### src/rtl/mux_rr_arbiter_pkg.sv
// Shared types and helpers for the round-robin mux arbiter.
// Holds state encodings, select codes and the rotating pick function.
package mux_rr_arbiter_pkg;

    localparam int REQ_NUM = 4;

    typedef enum logic {
        IDLE  = 1'b0,
        GRANT = 1'b1
    } state_e;

    localparam logic [1:0] SEL_A = 2'b00;
    localparam logic [1:0] SEL_B = 2'b01;
    localparam logic [1:0] SEL_C = 2'b10;
    localparam logic [1:0] SEL_D = 2'b11;

    typedef struct packed {
        logic       found;
        logic [1:0] idx;
    } pick_t;

    // First requester at or after ptr, scanning upward mod 4.
    // The loop runs from the farthest offset down so the nearest one wins.
    function automatic pick_t rr_pick(
        input logic [REQ_NUM-1:0] req,
        input logic [1:0]         ptr
    );
        pick_t      r;
        logic [1:0] i;
        r = '0;
        for (int k = REQ_NUM - 1; k >= 0; k--) begin
            i = ptr + 2'(k);
            if (req[i]) begin
                r.found = 1'b1;
                r.idx   = i;
            end
        end
        return r;
    endfunction

    function automatic logic [REQ_NUM-1:0] onehot(input logic [1:0] idx);
        return 4'b0001 << idx;
    endfunction

endpackage

### src/rtl/mux_rr_arbiter_mux.sv
// Plain n-bit 4:1 multiplexer steered by a 2-bit select.
// Ports: A..D data words, S select, Y selected word.
import mux_rr_arbiter_pkg::*;

module Mux_4x1_nbit #(
    parameter int n = 8
) (
    input  logic [n-1:0] A,
    input  logic [n-1:0] B,
    input  logic [n-1:0] C,
    input  logic [n-1:0] D,
    input  logic [1:0]   S,
    output logic [n-1:0] Y
);

    always_comb begin
        Y = A;
        unique case (S)
            SEL_A: Y = A;
            SEL_B: Y = B;
            SEL_C: Y = C;
            SEL_D: Y = D;
        endcase
    end

endmodule

### src/rtl/mux_rr_arbiter.sv
// Round-robin arbiter owning the select of a shared 4:1 mux, with a
// per-grant burst limit and a valid/ready handshake toward the consumer.
// Ports: clk, rst (async high), Req[3:0], A..D data, Ready in;
//        Gnt one-hot, S select, Y muxed word, Valid out.
import mux_rr_arbiter_pkg::*;

module mux_rr_arbiter #(
    parameter int n         = 8,
    parameter int MAX_BURST = 4
) (
    input  logic               clk,
    input  logic               rst,
    input  logic [REQ_NUM-1:0] Req,
    input  logic [n-1:0]       A,
    input  logic [n-1:0]       B,
    input  logic [n-1:0]       C,
    input  logic [n-1:0]       D,
    input  logic               Ready,
    output logic [REQ_NUM-1:0] Gnt,
    output logic [1:0]         S,
    output logic [n-1:0]       Y,
    output logic               Valid
);

    localparam logic [3:0] CNT_LAST = 4'(MAX_BURST - 1);

    state_e             state_q, state_d;
    logic [1:0]         ptr_q, ptr_d;
    logic [3:0]         cnt_q, cnt_d;
    logic [REQ_NUM-1:0] gnt_q, gnt_d;
    logic [1:0]         s_q, s_d;

    logic  owner_req;
    logic  xfer;
    logic  release_now;
    pick_t idle_pick;
    pick_t rel_pick;

    assign owner_req   = Req[s_q];
    assign Valid       = (state_q == GRANT) && owner_req;
    assign xfer        = Valid && Ready;
    assign release_now = (state_q == GRANT) &&
                         (!owner_req || (xfer && cnt_q == CNT_LAST));

    // Re-arbitration on release starts just past the outgoing owner.
    assign idle_pick = rr_pick(Req, ptr_q);
    assign rel_pick  = rr_pick(Req, s_q + 2'd1);

    always_comb begin
        state_d = state_q;
        ptr_d   = ptr_q;
        cnt_d   = cnt_q;
        gnt_d   = gnt_q;
        s_d     = s_q;
        unique case (state_q)
            IDLE: begin
                if (idle_pick.found) begin
                    state_d = GRANT;
                    gnt_d   = onehot(idle_pick.idx);
                    s_d     = idle_pick.idx;
                    cnt_d   = '0;
                end
            end
            GRANT: begin
                if (release_now) begin
                    ptr_d = s_q + 2'd1;
                    cnt_d = '0;
                    if (rel_pick.found) begin
                        gnt_d = onehot(rel_pick.idx);
                        s_d   = rel_pick.idx;
                    end else begin
                        // S keeps pointing at the old owner while idle.
                        state_d = IDLE;
                        gnt_d   = '0;
                    end
                end else if (xfer) begin
                    cnt_d = cnt_q + 4'd1;
                end
            end
        endcase
    end

    always_ff @(posedge clk or posedge rst) begin
        if (rst) begin
            state_q <= IDLE;
            ptr_q   <= SEL_A;
            cnt_q   <= '0;
            gnt_q   <= '0;
            s_q     <= SEL_A;
        end else begin
            state_q <= state_d;
            ptr_q   <= ptr_d;
            cnt_q   <= cnt_d;
            gnt_q   <= gnt_d;
            s_q     <= s_d;
        end
    end

    assign Gnt = gnt_q;
    assign S   = s_q;

    Mux_4x1_nbit #(.n(n)) u_mux (
        .A (A),
        .B (B),
        .C (C),
        .D (D),
        .S (s_q),
        .Y (Y)
    );

endmodule
### config.mk
export PLATFORM = sky130hd
export DESIGN_NAME = mux_rr_arbiter
export DESIGN_NICKNAME = d
export VERILOG_FILES = /design/src/rtl/mux_rr_arbiter_pkg.sv /design/src/rtl/mux_rr_arbiter_mux.sv /design/src/rtl/mux_rr_arbiter.sv
export SDC_FILE = /design/constraint.sdc
export NUM_CORES = 1
export LEC_CHECK = 0
export CAP_MARGIN = 20
export CORE_ASPECT_RATIO = 0.8
export CORE_MARGIN = 2
export CORE_UTILIZATION = 33
export DETAILED_ROUTE_END_ITERATION = 8
export PLACE_DENSITY = 0.69
export SLEW_MARGIN = 40
export SYNTH_ARGS = -nofsm -noshare
export SYNTH_HDL_FRONTEND = slang
export SYNTH_HIERARCHICAL = 1
export SYNTH_SLANG_ARGS = --single-unit
export TNS_END_PERCENT = 30
### constraint.sdc
create_clock -name clk -period 2.8 [get_ports clk]
set_input_delay 0.56 -clock clk [delete_from_list [all_inputs] [get_ports clk]]
set_output_delay 0.56 -clock clk [all_outputs]
set_load 0.05 [all_outputs]
# Word level (Yosys, flattened, before mapping)
# Cells that the tools add are included.
dict set report word_totals {
  ff_bits 13
}
dict set report op_classes {
  shift 2
  magnitude_cmp 9
  n_bitwise 1
  n_mux 43
  n_addsub 8
  n_eq_ne 8
  reduce_logical 11
}
# cell count
set op_table {}
lappend op_table {{$pmux 8 s4} 1}
lappend op_table {{$lt 2x3->1 const B} 9}
lappend op_table {{$mux 3} 8}
lappend op_table {{$mux 4} 6}
lappend op_table {{$bmux 1 s2} 9}
lappend op_table {{$pmux 4 s2} 2}
lappend op_table {{$mux 1} 12}
lappend op_table {{$add 2x2->2 const B} 4}
lappend op_table {{$shl 1x2->4 const A} 2}
lappend op_table {{$add 2x1->2 const B} 3}
lappend op_table {{$mux 2} 3}
lappend op_table {{$reduce_and 2->1} 3}
lappend op_table {{$add 4x1->4 const B} 1}
lappend op_table {{$eq 2x2->1 const B} 2}
lappend op_table {{$eq 4x2->1 const B} 1}
lappend op_table {{$logic_and 1x1->1} 4}
lappend op_table {{$ne 2x1->1 const B} 2}
lappend op_table {{$pmux 2 s2} 1}
lappend op_table {{$ne 3x1->1 const B} 1}
lappend op_table {{$reduce_and 3->1} 1}
lappend op_table {{$eq 2x1->1 const B} 1}
lappend op_table {{$logic_not 2->1} 1}
lappend op_table {{$ne 2x2->1 const B} 1}
lappend op_table {{$pmux 1 s2} 1}
lappend op_table {{other kinds (3)} 3}

# Depth between registers and ports, before layout
# Gate-level depths: netlist of the first run.
dict set report depth {
  word_depth 12
  depth_mapped 7
}

# By module
# Netlist of the first run, hierarchy kept.
# module area_per_inst_um2 cells_each instances
set by_module_without_submodules {}
lappend by_module_without_submodules {mux_rr_arbiter 833.3 91 1}
lappend by_module_without_submodules {Mux_4x1_nbit 196.4 10 1}

# Least setup slack after synthesis of the first run
# Ideal clock, no wire load.
dict set report synth_path {
  path_kind {register to register}
  start {register s_q[0] (netlist: S[0])}
  end {register gnt_q[0] (netlist: Gnt[0])}
  t_arrival_ps 2116
  setup_time_ps 125
  period_less_slack_ps 2241
  path_slack_ps 559
  path_stages_with_launch 7
  cell_sequence {dfrtp_1 -> buf_6 -> mux4_2 -> nand2_2 -> inv_2 -> a21oi_4 -> mux2_2}
}
dict set report synth_between {
  elab_cells_between_ends 30
}
# item line_no
set synth_lines {}
lappend synth_lines {{from (decl)} mux_rr_arbiter.sv:31} ;# logic [1:0] s_q, s_d;
lappend synth_lines {{from (signal assigned)} mux_rr_arbiter.sv:89} ;# s_q <= SEL_A;
lappend synth_lines {{from (signal assigned)} mux_rr_arbiter.sv:95} ;# s_q <= s_d;
lappend synth_lines {{$bmux 1 s2} mux_rr_arbiter.sv:39} ;# assign owner_req = Req[s_q];
lappend synth_lines {{$mux 1 (implied by the code)} mux_rr_arbiter.sv:39}
lappend synth_lines {{$logic_and 1x1->1} mux_rr_arbiter.sv:40} ;# assign Valid = (state_q == GRANT) && owner_req;
lappend synth_lines {{named net Valid} mux_rr_arbiter.sv:22} ;# output logic Valid
lappend synth_lines {{$logic_and 1x1->1} mux_rr_arbiter.sv:41} ;# assign xfer = Valid && Ready;
lappend synth_lines {{$logic_and 1x1->1} mux_rr_arbiter.sv:43} ;# (!owner_req || (xfer && cnt_q == CNT_LAST));
lappend synth_lines {{$logic_or 1x1->1} mux_rr_arbiter.sv:43}
lappend synth_lines {{$logic_and 1x1->1} mux_rr_arbiter.sv:42} ;# assign release_now = (state_q == GRANT) &&
lappend synth_lines {{$ne 2x1->1 (no source line)} n/a}
lappend synth_lines {{$reduce_and 2->1 (no source line)} n/a}
lappend synth_lines {{to (signal assigned)} mux_rr_arbiter.sv:94} ;# gnt_q <= gnt_d;
lappend synth_lines {{to (decl)} mux_rr_arbiter.sv:30} ;# logic [REQ_NUM-1:0] gnt_q, gnt_d;
# The timed path passes the listed nets, and every way through them passes these cells. The select of a mux whose other input is x is not followed.
# A chain may end at the register's enable or synchronous reset.

# Worst setup path after layout of the first run
dict set report layout_path {
  start {input port Req[3]}
  end {output port Valid}
}
dict set report layout_between {
  elab_chain_cells 3
}
# item line_no
set layout_rtl {}
lappend layout_rtl {{from (decl)} mux_rr_arbiter.sv:13} ;# input logic [REQ_NUM-1:0] Req,
lappend layout_rtl {{$bmux 1 s2} mux_rr_arbiter.sv:39}
lappend layout_rtl {{$mux 1 (implied by the code)} mux_rr_arbiter.sv:39}
lappend layout_rtl {{$logic_and 1x1->1} mux_rr_arbiter.sv:40}
lappend layout_rtl {{to (decl)} mux_rr_arbiter.sv:22}
# No other way between the ends. The select of a mux whose other input is x is not followed.

==> reports/summary.txt, run 1 <==
Status - finished clean
Post-DP HPWL - 2.32 mm
Slowest stage cell, crit path - mux4_2
Synth Net Count - 141
Worst Path Max Fanout - 7
Multiplexer area fraction after synthesis - 25.2%
Max Transition Viols Final - 0
Largest family of logic cells by synthesized area - multiplexers
Synth Area in XOR/XNOR - 1.70%
Commonest non-fill, non-tap cell in the layout - clkdlybuf4s50_1
Drt drc - 0
Seq/Total Area, Yosys - 31.6%
Setup Viol. Count Final - 0
Max cap viols - 0
Chip width - 66.5 um
Drt wl/cell - 14.7 um
Worst-path clk slew - 0.05 ns
Syn Inst Count - 101
# hold bufs at CTS - 0
Vias/cell - 5.25
CTS sink count - 13
Initial antenna violation count - 0
Syn avg cell area - 10.2 um^2
Setup Buffers After CTS - 0
Hold crit path type - reg2reg
RSZ-0062 raised after global routing - false
Placed cell area - 0.00158 mm^2
Final setup TNS - 0 ns
Vias in the first global route - 1040
CTS tree - built
Worst path cell trace - clkdlybuf4s50_1, mux4_2, nand2_2, inv_2, buf_4
Clk_skew - 0.000738 ns
CP peak stage delay - 0.57 ns
GPL Wtd Cong - 0.829
First-pass GRT wire length - 4.56 mm
Antenna diodes - 0
Share of cells above drive strength 1 - 21.8%
Synth Area in Compound Gates - 18.3%
Power Total - 0.00169 W
Core Region - 0.00304 mm^2
NumNets Final - 197
Yosys warnings - 6
Final min period - 2.58 ns
Crit-path leading delay family - buffers and inverters
Period Utilization, post-route - 92.3%
Crit path required time - 2.24 ns
Final hold violation count - 0
Clk_lat worst skew - 0.24 ns
Critical Path Source Type - primary input
Yosys reg bits - 13
Worst Path Arrival - 2.02 ns
F_max - 0.387 GHz
IO buf count - 53
DRT iter0 DRCs - 29
Area Overhead vs Synth - 57.4%
Post-Syn Area - 0.00103 mm^2
I/O Pins - 54
Count of cell types in the netlist - 34
P per Cell Area - 1050 mW/mm^2
Layout Cells excl Fill - 196
Root Buffer - clkbuf_8
Total GRT Usage - 17.1%
Cell count after placement - 192
Site Rows - 18
Largest net degree at the start of global routing - 14
Cts bufs inserted - 3
Finished Core Util - 53.3%
Vias - 1029
Peak VDD IR - 566 uV
CP Buf/Inv Count - 3
Design Area, Final - 0.00162 mm^2
Post-CTS sizing - 0
CTS Buffer Depth - 2
Adder-Cell Fraction of Synth Area - 1.22%
LEAKAGE - 0.660 nW
Slew headroom - 65.8%
Die Y - 54.0 um
H-tree levels - 1
Aggregate global routing overflow - 0
Synth Area in Simple Gates - 15.7%
Slew @ Worst Pin - 0.511 ns
Commonest cells after routing, fill and taps aside - 44 x clkdlybuf4s50_1, 13 x dfrtp_1, 12 x buf_4, 9 x mux4_2, 8 x o21ai_0
Routed Antenna Nets - 0
Critical path type - in2out
CP endpoint kind - output pin
Drt first pass iters - 4
Final wirelength - 2.89 mm
Initial Utilization - 33.9%
DIE AREA - 0.00359 mm^2
## flip-flops by register name (all words and copies together) (netlist names)
register  cells
Gnt           4
S             2
cnt_q         4
ptr_q         2
state_q       1
## through the flow
| stage | hold WS (ns) | setup WS [ns] |
|---|---|---|
| floorplan | 0.437 | 0.559 |
| global placement | 0.496 | 0.288 |
| detailed placement | 0.498 | 0.236 |
| CTS | 0.513 | 0.235 |
| global route | 0.531 | 0.171 |
| finish | 0.506 | 0.216 |
## worst reg2reg max path: stages, from the launching register on
cell,delay [ns]
dfrtp_1,0.56
mux4_2,0.61
nand2_2,0.11
inv_2,0.07
a21oi_4,0.18
mux2_2,0.36
## cells by family (layout without fill, tap and decap cells)
group	count (synthesis)	count (layout)
and+or+nand+nor	30	30
muxes	14	14
AOI/OAI and AO/OA	28	28
adders and majority gates	1	1
buffers and inverters	13	68
DFF	13	13
xor gates and xnor gates	2	2
## cells in the mapped netlist
master    instances  share of area (%)
nand2_2           3                1.8
a21oi_1           6                2.9
a211oi_1          1               0.73
o211ai_1          1               0.73
clkbuf_2          1               0.49
nand4_1           1               0.61
a21boi_1          1               0.73
o221ai_1          1               0.85
or3_1             1               0.61
dfrtp_1          13                 32
a311oi_1          1               0.85
ha_1              1                1.2
buf_6             2                2.2
nand3_1           1               0.49
nor3_1            2               0.97
mux2_1            1                1.1
o21ai_0           8                3.9
xor2_1            2                1.7
or2_2             1               0.61
nand2b_1          6                3.6
inv_2             1               0.36
a21oi_4           1                1.6
mux4_2            9                 20
nor2_1            6                2.2
o22ai_1           3                1.8
o32ai_1           2                1.7
inv_1             7                2.6
nor3b_1           2                1.5
or4bb_1           1                1.1
clkbuf_1          2               0.73
a211o_1           2                1.7
nand2_1           6                2.2
a32oi_1           1               0.85
mux2_2            4                4.4
## layer usage
layer / vias to the layer above / global-route usage [%] / wire, um
met5: - / 0 / 0
met3: 4 / 6.28 / 367
li1: 490 / - / -
met1: 480 / 17.9 / 1130
met4: 0 / 4.76 / 17
met2: 55 / 32.7 / 1370
## where the power goes
part	switching, W	total [W]	internal (W)	leakage (nW)
combinational	0.000691	0.00119	0.000495	0.475
sequential	0.0000889	0.000344	0.000255	0.162
clock	0.0000640	0.000164	0.000100	0.0228
total	0.000844	0.00169	0.000850	0.660
## final cells by class
class                      instances  area (um^2)
timing repair buffer              56          531
clock buffer                       4         45.0
sequential                        13          325
tap                               40         50.0
fill                             292         1420
inverter                           8         30.0
multi-input combinational         75          639
## worst paths after layout
check	slack, ns	from	cells past startpoint	to
hold / removal	0.51	Gnt[3]	1	Gnt[3]
hold reg to reg	0.51	Gnt[3]	1	Gnt[3]
setup reg to reg	0.79	S[0]	5	Gnt[2]
setup / recovery	0.22	Req[3]	5	Valid
min in group asynchronous	0.64	rst	2	Gnt[0]
max in group asynchronous	1.83	rst	2	cnt_q[3]
Note: power is estimated with default switching activity, not from simulation.
==> run 2: changes to the inputs <==
CORE_UTILIZATION = 31   (was 33)
PLACE_DENSITY = 0.66   (was 0.69)
SETUP_SLACK_MARGIN = 0.1   (was default)
==> reports/summary.txt, run 2 (synthesis results as in run 1) <==
Drt wl/cell - 15.2 um
Critical path type - in2out
Antenna diodes - 0
CP Buf/Inv Count - 3
Post-DP HPWL - 2.40 mm
First-pass GRT wire length - 4.56 mm
Worst Path Arrival - 2.00 ns
NumNets Final - 196
Setup ws final - 0.244 ns
Commonest cells after routing, fill and taps aside - 44 x clkdlybuf4s50_1, 13 x dfrtp_1, 11 x buf_4, 9 x mux4_2, 8 x o21ai_0
Status - finished clean
CTS tree - built
Final wirelength - 2.96 mm
Vias/cell - 5.29
Worst path cell trace - clkdlybuf4s50_1, mux4_2, nand2_2, inv_2, buf_4
Max cap viols - 0
Core Region - 0.00313 mm^2
P per Cell Area - 1050 mW/mm^2
Cell depth of the worst setup path - 5
Initial Utilization - 32.9%
Reg2Reg Depth - 5
Setup Viol. Count Final - 0
Hold crit path type - reg2reg
Aggregate global routing overflow - 0
Vias in the first global route - 1057
Vias - 1032
DIE AREA - 0.00380 mm^2
Critical Path Source Type - primary input
Crit path required time - 2.24 ns
Final setup TNS - 0 ns
FF-to-FF End - Gnt[2]
DRT iter0 DRCs - 16
Slew headroom - 65.5%
Fill cells - 279
GPL Wtd Cong - 0.836
RSZ-0062 raised after global routing - false
Clk_lat worst skew - 0.24 ns
Slowest stage cell, crit path - mux4_2
Chip width - 68.4 um
CTS Buffer Depth - 2
LEAKAGE - 0.655 nW
Initial antenna violation count - 0
Worst-path clk slew - 0.05 ns
IO buf count - 53
Drt drc - 0
Start point of the critical path - Req[0]
Drt first pass iters - 4
CP peak stage delay - 0.55 ns
CP endpoint kind - output pin
Largest net degree at the start of global routing - 14
Setup Buffers After CTS - 0
Die Y - 55.6 um
Clk_skew - 0.00536 ns
CTS sink count - 13
H-tree levels - 1
F_max - 0.391 GHz
Max Transition Viols Final - 0
Site Rows - 18
Total GRT Usage - 15.4%
Crit-path leading delay family - buffers and inverters
Commonest non-fill, non-tap cell in the layout - clkdlybuf4s50_1
Finished Core Util - 51.5%
Root Buffer - clkbuf_8
Post-CTS sizing - 0
Final min period - 2.56 ns
Worst Path Max Fanout - 8
R2r setup slk - 0.74 ns
# hold bufs at CTS - 0
Routed Antenna Nets - 0
Peak VDD IR - 758 uV
Period Utilization, post-route - 91.3%
Slew @ Worst Pin - 0.516 ns
Share of cells above drive strength 1 - 21.3%
Cts bufs inserted - 3
Area Overhead vs Synth - 56.6%
End of the critical path - Valid
Final hold violation count - 0
Reg-to-reg startpoint - S[0]
Pre-CTS setup slack - 0.245 ns
I/O Pins - 54
==> run 2: cell types whose count changed in the layout (fill, tap and decap cells not counted) <==
| cell | delta |
|---|---|
| buf_4 | -1 |
==> run 2: through the flow <==
stage,hold WS (ns),total power (W),instance area [um^2],std cells
after floorplan,0.437,0.00121,1030,101
after global placement,0.493,0.00152,1570,191
after detailed placement,0.500,0.00154,1570,191
after CTS,0.512,0.00171,1610,195
after global routing,0.540,0.00181,1610,195
final,0.512,0.00170,1610,195
==> run 2: worst min-delay path by stage <==
stage / from / end / slack [ns] / cells past startpoint
global placement: Gnt[3] / Gnt[3] / 0.49 / 1
detailed placement: Gnt[1] / Gnt[1] / 0.50 / 1
CTS: Gnt[1] / Gnt[1] / 0.51 / 1
finish: Gnt[3] / Gnt[3] / 0.51 / 1
floorplan: rst / Gnt[0] / 0.44 / 1
global route: Gnt[3] / Gnt[3] / 0.54 / 1
==> run 2: cell type report <==
class                      count  area, um^2  share of cell area [%]
multi-input combinational     75         639                    39.6
timing repair buffer          55         523                    32.4
sequential                    13         325                    20.2
tap                           40        50.0                    3.10
clock buffer                   4        45.0                    2.79
inverter                       8        30.0                    1.86
==> run 2: power by group <==
group	internal [W]	leakage, nW	switching (W)
Sequential	0.000255	0.162	0.0000927
Combinational	0.000486	0.470	0.000697
Clock	0.000100	0.0228	0.0000664
Total	0.000841	0.655	0.000856
==> run 2: metal layers <==
| metal | track usage, % | part of all wire (%) | up-vias |
|---|---|---|---|
| li1 | - | - | 491 |
| met1 | 17.5 | 40 | 489 |
| met2 | 27.3 | 45 | 52 |
| met3 | 6.52 | 15 | 0 |
| met4 | 0.857 | 0 | 0 |
| met5 | 0 | 0 | - |
